File: config.mk
export PLATFORM = sky130hd
export DESIGN_NAME = uart_mmio_fifo
export DESIGN_NICKNAME = d
export VERILOG_FILES = /design/src/rtl/uart_mmio_fifo.sv
export SDC_FILE = /design/constraint.sdc
export NUM_CORES = 1
export LEC_CHECK = 0
export BUFFER_PORTS_ARGS = -buffer_cell sky130_fd_sc_hd__buf_4
export CAP_MARGIN = 20
export CELL_PAD_IN_SITES_DETAIL_PLACEMENT = 1
export CELL_PAD_IN_SITES_GLOBAL_PLACEMENT = 1
export CORE_MARGIN = 2
export CORE_UTILIZATION = 52
export DETAILED_ROUTE_END_ITERATION = 16
export PLACE_DENSITY_LB_ADDON = 0.1
export SYNTH_ARGS = -nofsm -noshare
export SYNTH_HDL_FRONTEND = slang
export SYNTH_SLANG_ARGS = --single-unit
File: constraint.sdc
create_clock -name clk -period 5.1 [get_ports clk]
set_input_delay 0 -clock clk [delete_from_list [all_inputs] [get_ports clk]]
set_output_delay 0 -clock clk [all_outputs]
set_load 0.02 [all_outputs]
File: src/rtl/uart_mmio_fifo.sv
// Memory-mapped UART with runtime baud divisor, optional parity, TX/RX FIFOs,
// sticky error flags and a level interrupt. Four 32-bit registers on addr[3:2]:
// TXDATA (push), RXDATA (pop), STATUS (W1C flags), CTRL (divisor/parity/irq enables).
module uart_mmio_fifo #(
  parameter int DATA_BITS  = 8,
  parameter int FIFO_DEPTH = 16,
  parameter int DIV_RESET  = 868,
  parameter int STOP_BITS  = 1
) (
  input  logic        clk,
  input  logic        reset,
  input  logic        sel,
  input  logic        we,
  input  logic        re,
  input  logic [3:0]  addr,
  input  logic [31:0] wdata,
  output logic [31:0] rdata,
  input  logic        rx,
  output logic        tx,
  output logic        irq
);

  localparam int AW = $clog2(FIFO_DEPTH);
  localparam int CW = AW + 1;
  localparam logic [CW-1:0] FULL_CNT  = CW'(FIFO_DEPTH);
  localparam logic [3:0]    LAST_BIT  = 4'(DATA_BITS - 1);
  localparam logic          LAST_STOP = 1'(STOP_BITS - 1);

  typedef enum logic [2:0] {S_IDLE, S_START, S_DATA, S_PAR, S_STOP} state_t;

  // Divisors below 2 would collapse the half-bit wait to zero, so clamp them.
  function automatic logic [15:0] eff_div(input logic [15:0] d);
    return (d < 16'd2) ? 16'd2 : d;
  endfunction

  function automatic logic par_of(input logic [DATA_BITS-1:0] d, input logic odd);
    return (^d) ^ odd;
  endfunction

  logic       wr_en, rd_en;
  logic [1:0] reg_sel;
  logic       unused_bits;
  assign wr_en       = sel & we;
  assign rd_en       = sel & re;
  assign reg_sel     = addr[3:2];
  assign unused_bits = ^{addr[1:0], wdata[31:20]};

  // Control register fields
  logic [15:0] div_q;
  logic        par_en_q, par_odd_q, rx_ie_q, tx_ie_q;
  // Sticky flags
  logic        ovr_q, ferr_q, perr_q, drop_q;

  // TX FIFO
  logic [DATA_BITS-1:0] tx_mem [FIFO_DEPTH];
  logic [AW-1:0]        tx_wp, tx_rp;
  logic [CW-1:0]        tx_cnt;
  logic                 tx_full, tx_empty, tx_push, tx_pop, tx_drop_set;
  // RX FIFO
  logic [DATA_BITS-1:0] rx_mem [FIFO_DEPTH];
  logic [AW-1:0]        rx_wp, rx_rp;
  logic [CW-1:0]        rx_cnt;
  logic                 rx_full, rx_empty, rx_push, rx_pop, rx_ovr_set;

  // TX engine
  state_t               tx_state, tx_state_nx;
  logic [15:0]          tx_tmr, tx_div;
  logic [3:0]           tx_bit;
  logic                 tx_stop_n, tx_par_en, tx_parbit, tx_tick, tx_busy;
  logic [DATA_BITS-1:0] tx_shift;
  // RX engine
  logic                 rx_meta, rx_sync;
  state_t               rx_state, rx_state_nx;
  logic [15:0]          rx_tmr, rx_div;
  logic [3:0]           rx_bit;
  logic                 rx_par_en, rx_par_odd, rx_parbit, rx_tick, rx_start, rx_push_req;
  logic                 ferr_set, perr_set;
  logic [DATA_BITS-1:0] rx_shift;

  logic [31:0] status, ctrl_rd, rd_val;

  assign tx_full  = (tx_cnt == FULL_CNT);
  assign tx_empty = (tx_cnt == '0);
  assign rx_full  = (rx_cnt == FULL_CNT);
  assign rx_empty = (rx_cnt == '0);
  assign tx_busy  = (tx_state != S_IDLE);

  // A push into a full FIFO still lands when a pop frees a slot in the same cycle.
  assign tx_push     = wr_en && (reg_sel == 2'd0) && (!tx_full || tx_pop);
  assign tx_drop_set = wr_en && (reg_sel == 2'd0) && tx_full && !tx_pop;
  assign rx_pop      = rd_en && (reg_sel == 2'd1) && !rx_empty;
  assign rx_push     = rx_push_req && (!rx_full || rx_pop);
  assign rx_ovr_set  = rx_push_req && rx_full && !rx_pop;
  assign ferr_set    = rx_push_req && !rx_sync;
  assign perr_set    = rx_push_req && rx_par_en && (rx_parbit != par_of(rx_shift, rx_par_odd));

  assign status  = {23'd0, drop_q, tx_busy, perr_q, ferr_q, ovr_q,
                    rx_full, rx_empty, tx_empty, tx_full};
  assign ctrl_rd = {12'd0, tx_ie_q, rx_ie_q, par_odd_q, par_en_q, div_q};
  assign irq     = (rx_ie_q & ~rx_empty) | (tx_ie_q & tx_empty & ~tx_busy);

  // Read mux built from pre-write state, so a same-cycle write is not visible.
  always_comb begin
    rd_val = 32'd0;
    case (reg_sel)
      2'd1:    rd_val = rx_empty ? 32'h8000_0000 : 32'(rx_mem[rx_rp]);
      2'd2:    rd_val = status;
      2'd3:    rd_val = ctrl_rd;
      default: rd_val = 32'd0;
    endcase
  end

  // Registered read data, held between reads.
  always_ff @(posedge clk or negedge reset) begin
    if (!reset)     rdata <= 32'd0;
    else if (rd_en) rdata <= rd_val;
  end

  // CTRL register and sticky STATUS flags (a new event wins over a same-cycle clear).
  always_ff @(posedge clk or negedge reset) begin
    if (!reset) begin
      div_q     <= 16'(DIV_RESET);
      par_en_q  <= 1'b0;
      par_odd_q <= 1'b0;
      rx_ie_q   <= 1'b0;
      tx_ie_q   <= 1'b0;
      ovr_q     <= 1'b0;
      ferr_q    <= 1'b0;
      perr_q    <= 1'b0;
      drop_q    <= 1'b0;
    end else begin
      if (wr_en && reg_sel == 2'd3) begin
        div_q     <= wdata[15:0];
        par_en_q  <= wdata[16];
        par_odd_q <= wdata[17];
        rx_ie_q   <= wdata[18];
        tx_ie_q   <= wdata[19];
      end
      ovr_q  <= rx_ovr_set  | (ovr_q  & ~(wr_en && reg_sel == 2'd2 && wdata[4]));
      ferr_q <= ferr_set    | (ferr_q & ~(wr_en && reg_sel == 2'd2 && wdata[5]));
      perr_q <= perr_set    | (perr_q & ~(wr_en && reg_sel == 2'd2 && wdata[6]));
      drop_q <= tx_drop_set | (drop_q & ~(wr_en && reg_sel == 2'd2 && wdata[8]));
    end
  end

  // FIFO pointers and occupancy counts.
  always_ff @(posedge clk or negedge reset) begin
    if (!reset) begin
      tx_wp  <= '0;
      tx_rp  <= '0;
      tx_cnt <= '0;
      rx_wp  <= '0;
      rx_rp  <= '0;
      rx_cnt <= '0;
    end else begin
      if (tx_push) tx_wp <= tx_wp + 1'b1;
      if (tx_pop)  tx_rp <= tx_rp + 1'b1;
      if (tx_push && !tx_pop)      tx_cnt <= tx_cnt + 1'b1;
      else if (!tx_push && tx_pop) tx_cnt <= tx_cnt - 1'b1;
      if (rx_push) rx_wp <= rx_wp + 1'b1;
      if (rx_pop)  rx_rp <= rx_rp + 1'b1;
      if (rx_push && !rx_pop)      rx_cnt <= rx_cnt + 1'b1;
      else if (!rx_push && rx_pop) rx_cnt <= rx_cnt - 1'b1;
    end
  end

  // FIFO storage (data only, no reset).
  always_ff @(posedge clk) begin
    if (tx_push) tx_mem[tx_wp] <= wdata[DATA_BITS-1:0];
    if (rx_push) rx_mem[rx_wp] <= rx_shift;
  end

  // TX next-state: pop at IDLE, or straight from the last STOP cycle for gapless frames.
  always_comb begin
    tx_state_nx = tx_state;
    tx_pop      = 1'b0;
    tx_tick     = (tx_tmr == 16'd0);
    case (tx_state)
      S_IDLE:  if (!tx_empty) begin
                 tx_pop      = 1'b1;
                 tx_state_nx = S_START;
               end
      S_START: if (tx_tick) tx_state_nx = S_DATA;
      S_DATA:  if (tx_tick && tx_bit == LAST_BIT) tx_state_nx = tx_par_en ? S_PAR : S_STOP;
      S_PAR:   if (tx_tick) tx_state_nx = S_STOP;
      S_STOP:  if (tx_tick && tx_stop_n == LAST_STOP) begin
                 if (!tx_empty) begin
                   tx_pop      = 1'b1;
                   tx_state_nx = S_START;
                 end else begin
                   tx_state_nx = S_IDLE;
                 end
               end
      default: tx_state_nx = S_IDLE;
    endcase
  end

  // TX state, bit timer and counters; divisor and parity enable latched per frame.
  always_ff @(posedge clk or negedge reset) begin
    if (!reset) begin
      tx_state  <= S_IDLE;
      tx_tmr    <= 16'd0;
      tx_div    <= 16'd2;
      tx_bit    <= 4'd0;
      tx_stop_n <= 1'b0;
      tx_par_en <= 1'b0;
    end else begin
      tx_state <= tx_state_nx;
      if (tx_pop) begin
        tx_tmr    <= eff_div(div_q) - 16'd1;
        tx_div    <= eff_div(div_q);
        tx_par_en <= par_en_q;
        tx_bit    <= 4'd0;
        tx_stop_n <= 1'b0;
      end else if (tx_state != S_IDLE) begin
        if (tx_tick) begin
          tx_tmr <= tx_div - 16'd1;
          if (tx_state == S_DATA) tx_bit <= tx_bit + 4'd1;
          if (tx_state == S_STOP) tx_stop_n <= tx_stop_n + 1'b1;
        end else begin
          tx_tmr <= tx_tmr - 16'd1;
        end
      end
    end
  end

  // TX shift register and parity bit, loaded on pop, shifted LSB first.
  always_ff @(posedge clk) begin
    if (tx_pop) begin
      tx_shift  <= tx_mem[tx_rp];
      tx_parbit <= par_of(tx_mem[tx_rp], par_odd_q);
    end else if (tx_state == S_DATA && tx_tick) begin
      tx_shift <= tx_shift >> 1;
    end
  end

  // Serial line driven from state so reset forces it high immediately.
  always_comb begin
    tx = 1'b1;
    case (tx_state)
      S_START: tx = 1'b0;
      S_DATA:  tx = tx_shift[0];
      S_PAR:   tx = tx_parbit;
      default: tx = 1'b1;
    endcase
  end

  // Two-flop synchroniser on the asynchronous serial input, idle high.
  always_ff @(posedge clk or negedge reset) begin
    if (!reset) begin
      rx_meta <= 1'b1;
      rx_sync <= 1'b1;
    end else begin
      rx_meta <= rx;
      rx_sync <= rx_meta;
    end
  end

  // RX next-state: half-bit start qualification, then centre sampling.
  always_comb begin
    rx_state_nx = rx_state;
    rx_start    = 1'b0;
    rx_push_req = 1'b0;
    rx_tick     = (rx_tmr == 16'd0);
    case (rx_state)
      S_IDLE:  if (!rx_sync) begin
                 rx_start    = 1'b1;
                 rx_state_nx = S_START;
               end
      S_START: if (rx_tick) rx_state_nx = rx_sync ? S_IDLE : S_DATA;
      S_DATA:  if (rx_tick && rx_bit == LAST_BIT) rx_state_nx = rx_par_en ? S_PAR : S_STOP;
      S_PAR:   if (rx_tick) rx_state_nx = S_STOP;
      S_STOP:  if (rx_tick) begin
                 rx_push_req = 1'b1;
                 rx_state_nx = S_IDLE;
               end
      default: rx_state_nx = S_IDLE;
    endcase
  end

  // RX state, bit timer and bit counter; frame format latched at start detect.
  always_ff @(posedge clk or negedge reset) begin
    if (!reset) begin
      rx_state   <= S_IDLE;
      rx_tmr     <= 16'd0;
      rx_div     <= 16'd2;
      rx_bit     <= 4'd0;
      rx_par_en  <= 1'b0;
      rx_par_odd <= 1'b0;
    end else begin
      rx_state <= rx_state_nx;
      if (rx_start) begin
        rx_tmr     <= (eff_div(div_q) >> 1) - 16'd1;
        rx_div     <= eff_div(div_q);
        rx_par_en  <= par_en_q;
        rx_par_odd <= par_odd_q;
        rx_bit     <= 4'd0;
      end else if (rx_state != S_IDLE) begin
        if (rx_tick) begin
          rx_tmr <= rx_div - 16'd1;
          if (rx_state == S_DATA) rx_bit <= rx_bit + 4'd1;
        end else begin
          rx_tmr <= rx_tmr - 16'd1;
        end
      end
    end
  end

  // RX data capture: shift in from the top so the first bit ends up as LSB.
  always_ff @(posedge clk) begin
    if (rx_state == S_DATA && rx_tick) rx_shift  <= {rx_sync, rx_shift[DATA_BITS-1:1]};
    if (rx_state == S_PAR && rx_tick)  rx_parbit <= rx_sync;
  end

endmodule

==> results.json <==
{
  "pre_cts_ws_ps": 956,
  "total_number_of_yosys_warnings": 0,
  "cts.clk_slew.worst_paths_ps": 60,
  "worst_hold_path_type": "input port to asynchronous set/reset pin",
  "cts-buffers-inserted": 44,
  "crit_path_frequent_cell": "sky130_fd_sc_hd__nor2_1",
  "leakagePower_nw": 8.00,
  "fp.coreArea_um2": 35700,
  "vias": 11600,
  "maximum_number_of_pins_on_one_net_before_global_route_repair": 76,
  "flow.area_growth_from_synthesis_pct": 13.6,
  "postSynthRegisterBits": 429,
  "timing.slew.headroom": 0.355,
  "clock_power_share": 0.271,
  "critPathSlowestCell": "sky130_fd_sc_hd__or4b_1",
  "critical_path_peak_fanout": 23,
  "routed_wirelength_um": 45500,
  "post_route_setup_tns_ps": 0,
  "number_of_enable_flip_flop_cells_after_synthesis": 274,
  "clockBufferDepth": 3,
  "tritoncts": "done",
  "finish.net_count": 1530,
  "worst_path_cell_chain": "nor3_2 > nand3b_1 > o31a_2 > inv_2 > nor2_1 > nor2_1 > ha_1 > nor3b_1 > o21a_1 > mux2_2 > nand2_1 > or4b_1 > xor2_1 > a21oi_1",
  "total_power_mw": 11.7,
  "net-switching-power_mw": 3.92,
  "post_cts_resize_count": 0,
  "endpoint_kind": "flip-flop",
  "clock_sinks": 429,
  "run_status": "completed",
  "gr-total-overflow": 0,
  "worst-path-buf-inv": 1,
  "min_period_ps": 4170,
  "dp_hpwl_um": 30100,
  "detail-route-antenna-nets": 0,
  "crit_path_max_incr_delay_ps": 500,
  "core.rowCount": 69,
  "power.share.combinational": 0.309,
  "cellInternalPower_mw": 7.73,
  "synth-async-reset-ratio": 0.361,
  "ir_drop_mv": 0.329,
  "chipHeight_um": 195,
  "rsz_0062_raised_after_global_routing": "no",
  "cts_htree_levels": 2,
  "post_synth_mux_area_share": 0.104,
  "avgViaCountPerCell": 5.91,
  "yosys_most_used_dff": "sky130_fd_sc_hd__edfxtp_1",
  "via_count_of_the_first_global_routing_pass": 12400,
  "port_buffers": 50,
  "cts_root_buffer": "sky130_fd_sc_hd__clkbuf_16",
  "worst-slew-pin-transition_ps": 966,
  "die_area_um2": 37900,
  "place_congestion": 0.841,
  "clock_insertion_delay_worst_skew_ps": 580,
  "grt_antenna_before_repair": 1,
  "criticalPathCategory": "flip-flop to flip-flop",
  "io_pins": 76,
  "drive_above_1_share": 0.177,
  "worst-endpoint-arrival_ps": 4660,
  "max-cap-violations": 0,
  "finalHoldViolations": 0,
  "routedWlPerCell_um": 23.2,
  "detail_route.iter0.violations": 815,
  "route.detailed.drc": 0,
  "critical_path_cell_count": 14,
  "holdWs_ps": 36.7,
  "cts.hold.buffers_added": 29,
  "synth.avg_cell_area_um2": 13.7,
  "die_width_um": 195,
  "nFillCells": 3410,
  "syn_area_um2": 18900,
  "layout_worst_path_cycle_share": 0.818,
  "cp_data_required_time_ps": 5590,
  "finalMaxSlewViolations": 0,
  "postCtsSetupRepairBufs": 0,
  "power.share.switching": 0.336,
  "grt_pass1_wl_um": 72800,
  "p_seq_frac": 0.420,
  "powerDensity_nw_per_um2": 542,
  "gr-usage-all-layers": 0.250,
  "crit_family": "simple AND/OR/NAND/NOR gates",
  "postLayoutSetupSlackWorst_ps": 930,
  "postSynthCellCount": 1386,
  "timing.fmax_mhz": 240,
  "reg2regPathDepth": 14,
  "post_synth_xor_area_fraction": 0.0333,
  "initial_utilization": 0.529,
  "start_kind": "flip-flop",
  "synth-compound-area-share": 0.0779,
  "synth_adder_area_share": 0.0167,
  "timing.clock.skew_ps": 12.2,
  "simple_gate_share_of_the_synthesized_area": 0.104,
  "synth.lib_cells_used.distinct": 70,
  "setup_viol": 0,
  "number_of_iterations_in_the_first_detailed_routing_pass": 5,
  "seq_area_frac_synth": 0.640,
  "largest_family_of_logic_cells_by_synthesized_area": "multiplexers"
}
[layout by cell type, fill, tap and decap left out, drive strengths merged, types with 6 or more instances in the layout]
cell,netlist,routed
a22oi,14,14
dfrtp,146,146
nor2b,11,11
a21o,6,6
a211o,6,6
edfxtp,274,274
dlygate4sd3,0,29
nor3,30,30
o211ai,7,7
o21a,7,7
mux2i,8,8
ha,22,22
nand3,10,10
conb,1,11
mux2,26,26
clkinv,0,12
a21oi,59,59
xor2,24,24
o21ai,57,57
clkbuf,55,68
nor4,17,17
nand2,199,199
nor2,91,91
nor3b,6,6
mux4,71,71
dfstp,9,9
a22o,22,22
xnor2,48,48
a211oi,12,12
buf,31,79
nand4,10,10
and2,20,20
a31oi,11,11
inv,15,15
[path summary, 6_finish.rpt]
| path | from | end | slack [ps] |
|---|---|---|---|
| max reg2reg | tx_tmr[5] | tx_tmr[14] | 930 |
| max | tx_tmr[5] | tx_tmr[14] | 930 |
| min reg2reg | rx_meta | rx_sync | 360 |
| min | reset | tx_rp[3] | 40 |
| max in group asynchronous | reset | rx_div[9] | 3950 |
| min in group clk | we | tx_wp[0] | 70 |
[cells by family (layout without fill, tap and decap cells)]
logic type	Yosys count	after routing
flip-flops	429	429
AND/OR/NAND/NOR	426	426
AO/OA/AOI/OAI	228	228
multiplexers	105	105
buffers and inverters	101	205
XOR/XNOR	72	72
adder cells (fa/ha/maj)	24	24
other	1	12
[per-layer routing]
metal	part of all wire	global-route usage
met5	0.00029	0
met4	0.024	0.0727
met3	0.039	0.0390
met2	0.49	0.410
met1	0.45	0.350
[state kept, by name, summed over array words and instances (netlist names), 5 cells and up]
name,count
rx_div,16
rx_mem,128
rdata,21
tx_cnt,5
tx_shift,8
tx_tmr,16
div_q,16
rx_cnt,5
rx_tmr,16
tx_div,16
tx_mem,128
rx_shift,8
[synth_stat cells (3+ instances only)]
cell | number | share of area
sky130_fd_sc_hd__o21ai_0 | 52 | 0.014
sky130_fd_sc_hd__a21oi_1 | 59 | 0.016
sky130_fd_sc_hd__mux4_2 | 71 | 0.085
sky130_fd_sc_hd__a32oi_1 | 4 | 0.0019
sky130_fd_sc_hd__o21a_1 | 7 | 0.0028
sky130_fd_sc_hd__or2_2 | 4 | 0.0013
sky130_fd_sc_hd__mux2i_1 | 8 | 0.0042
sky130_fd_sc_hd__and2_1 | 20 | 0.0066
sky130_fd_sc_hd__xnor2_1 | 48 | 0.022
sky130_fd_sc_hd__dfstp_2 | 9 | 0.012
sky130_fd_sc_hd__o211ai_1 | 7 | 0.0028
sky130_fd_sc_hd__buf_2 | 9 | 0.0024
sky130_fd_sc_hd__inv_1 | 14 | 0.0028
sky130_fd_sc_hd__nor3b_1 | 6 | 0.0024
sky130_fd_sc_hd__clkbuf_1 | 54 | 0.011
sky130_fd_sc_hd__o21ai_1 | 5 | 0.0013
sky130_fd_sc_hd__nand3b_1 | 5 | 0.0020
sky130_fd_sc_hd__nand4_1 | 10 | 0.0033
sky130_fd_sc_hd__edfxtp_1 | 274 | 0.43
sky130_fd_sc_hd__nand2b_1 | 5 | 0.0017
sky130_fd_sc_hd__a22oi_1 | 14 | 0.0056
sky130_fd_sc_hd__buf_4 | 12 | 0.0048
sky130_fd_sc_hd__mux2_2 | 26 | 0.015
sky130_fd_sc_hd__a211o_1 | 6 | 0.0028
sky130_fd_sc_hd__nand3_1 | 10 | 0.0026
sky130_fd_sc_hd__nand2_1 | 199 | 0.039
sky130_fd_sc_hd__or4_1 | 3 | 0.0012
sky130_fd_sc_hd__nor3_1 | 29 | 0.0077
sky130_fd_sc_hd__nor2b_1 | 11 | 0.0036
sky130_fd_sc_hd__dfrtp_1 | 146 | 0.19
sky130_fd_sc_hd__a211oi_1 | 12 | 0.0048
sky130_fd_sc_hd__buf_1 | 9 | 0.0018
sky130_fd_sc_hd__xor2_1 | 24 | 0.011
sky130_fd_sc_hd__o31ai_1 | 4 | 0.0016
sky130_fd_sc_hd__a31oi_1 | 11 | 0.0036
sky130_fd_sc_hd__a32o_1 | 3 | 0.0016
sky130_fd_sc_hd__nor4_1 | 16 | 0.0053
sky130_fd_sc_hd__nor2_1 | 91 | 0.018
sky130_fd_sc_hd__a22o_1 | 22 | 0.010
sky130_fd_sc_hd__ha_1 | 22 | 0.015
sky130_fd_sc_hd__or3_1 | 3 | 0.00099
sky130_fd_sc_hd__a21o_1 | 6 | 0.0024
[power by group through the flow]
stage	logic [mW]	clock network, mW	registers [mW]
detailed placement	3.60	0	4.95
CTS	3.64	3.23	4.89
floorplan	2.85	0	4.60
finish	3.60	3.16	4.89
global route	3.99	3.35	4.97
global placement	3.48	0	4.93
[cell type report]
cell class	count	area, µm²	area share
clock inverter	14	128	0.00594
antenna	1	2.50	0.000116
tap	461	577	0.0268
sequential	429	12100	0.564
timing repair buffer	108	907	0.0422
multi-input combinational	866	6410	0.298
clock buffer	68	1280	0.0597
inverter	15	56.3	0.00262
[metrics by stage]
stage | util | cell area, µm² | instances
2_1_floorplan | - | 19000 | 1396
3_3_place_gp | 0.553 | 19800 | 1849
3_5_place_dp | 0.553 | 19800 | 1849
4_1_cts | 0.600 | 21500 | 1960
5_1_grt | 0.601 | 21500 | 1961
6_report | 0.601 | 21500 | 1962
No activity file was read; power rests on OpenSTA's default activity.
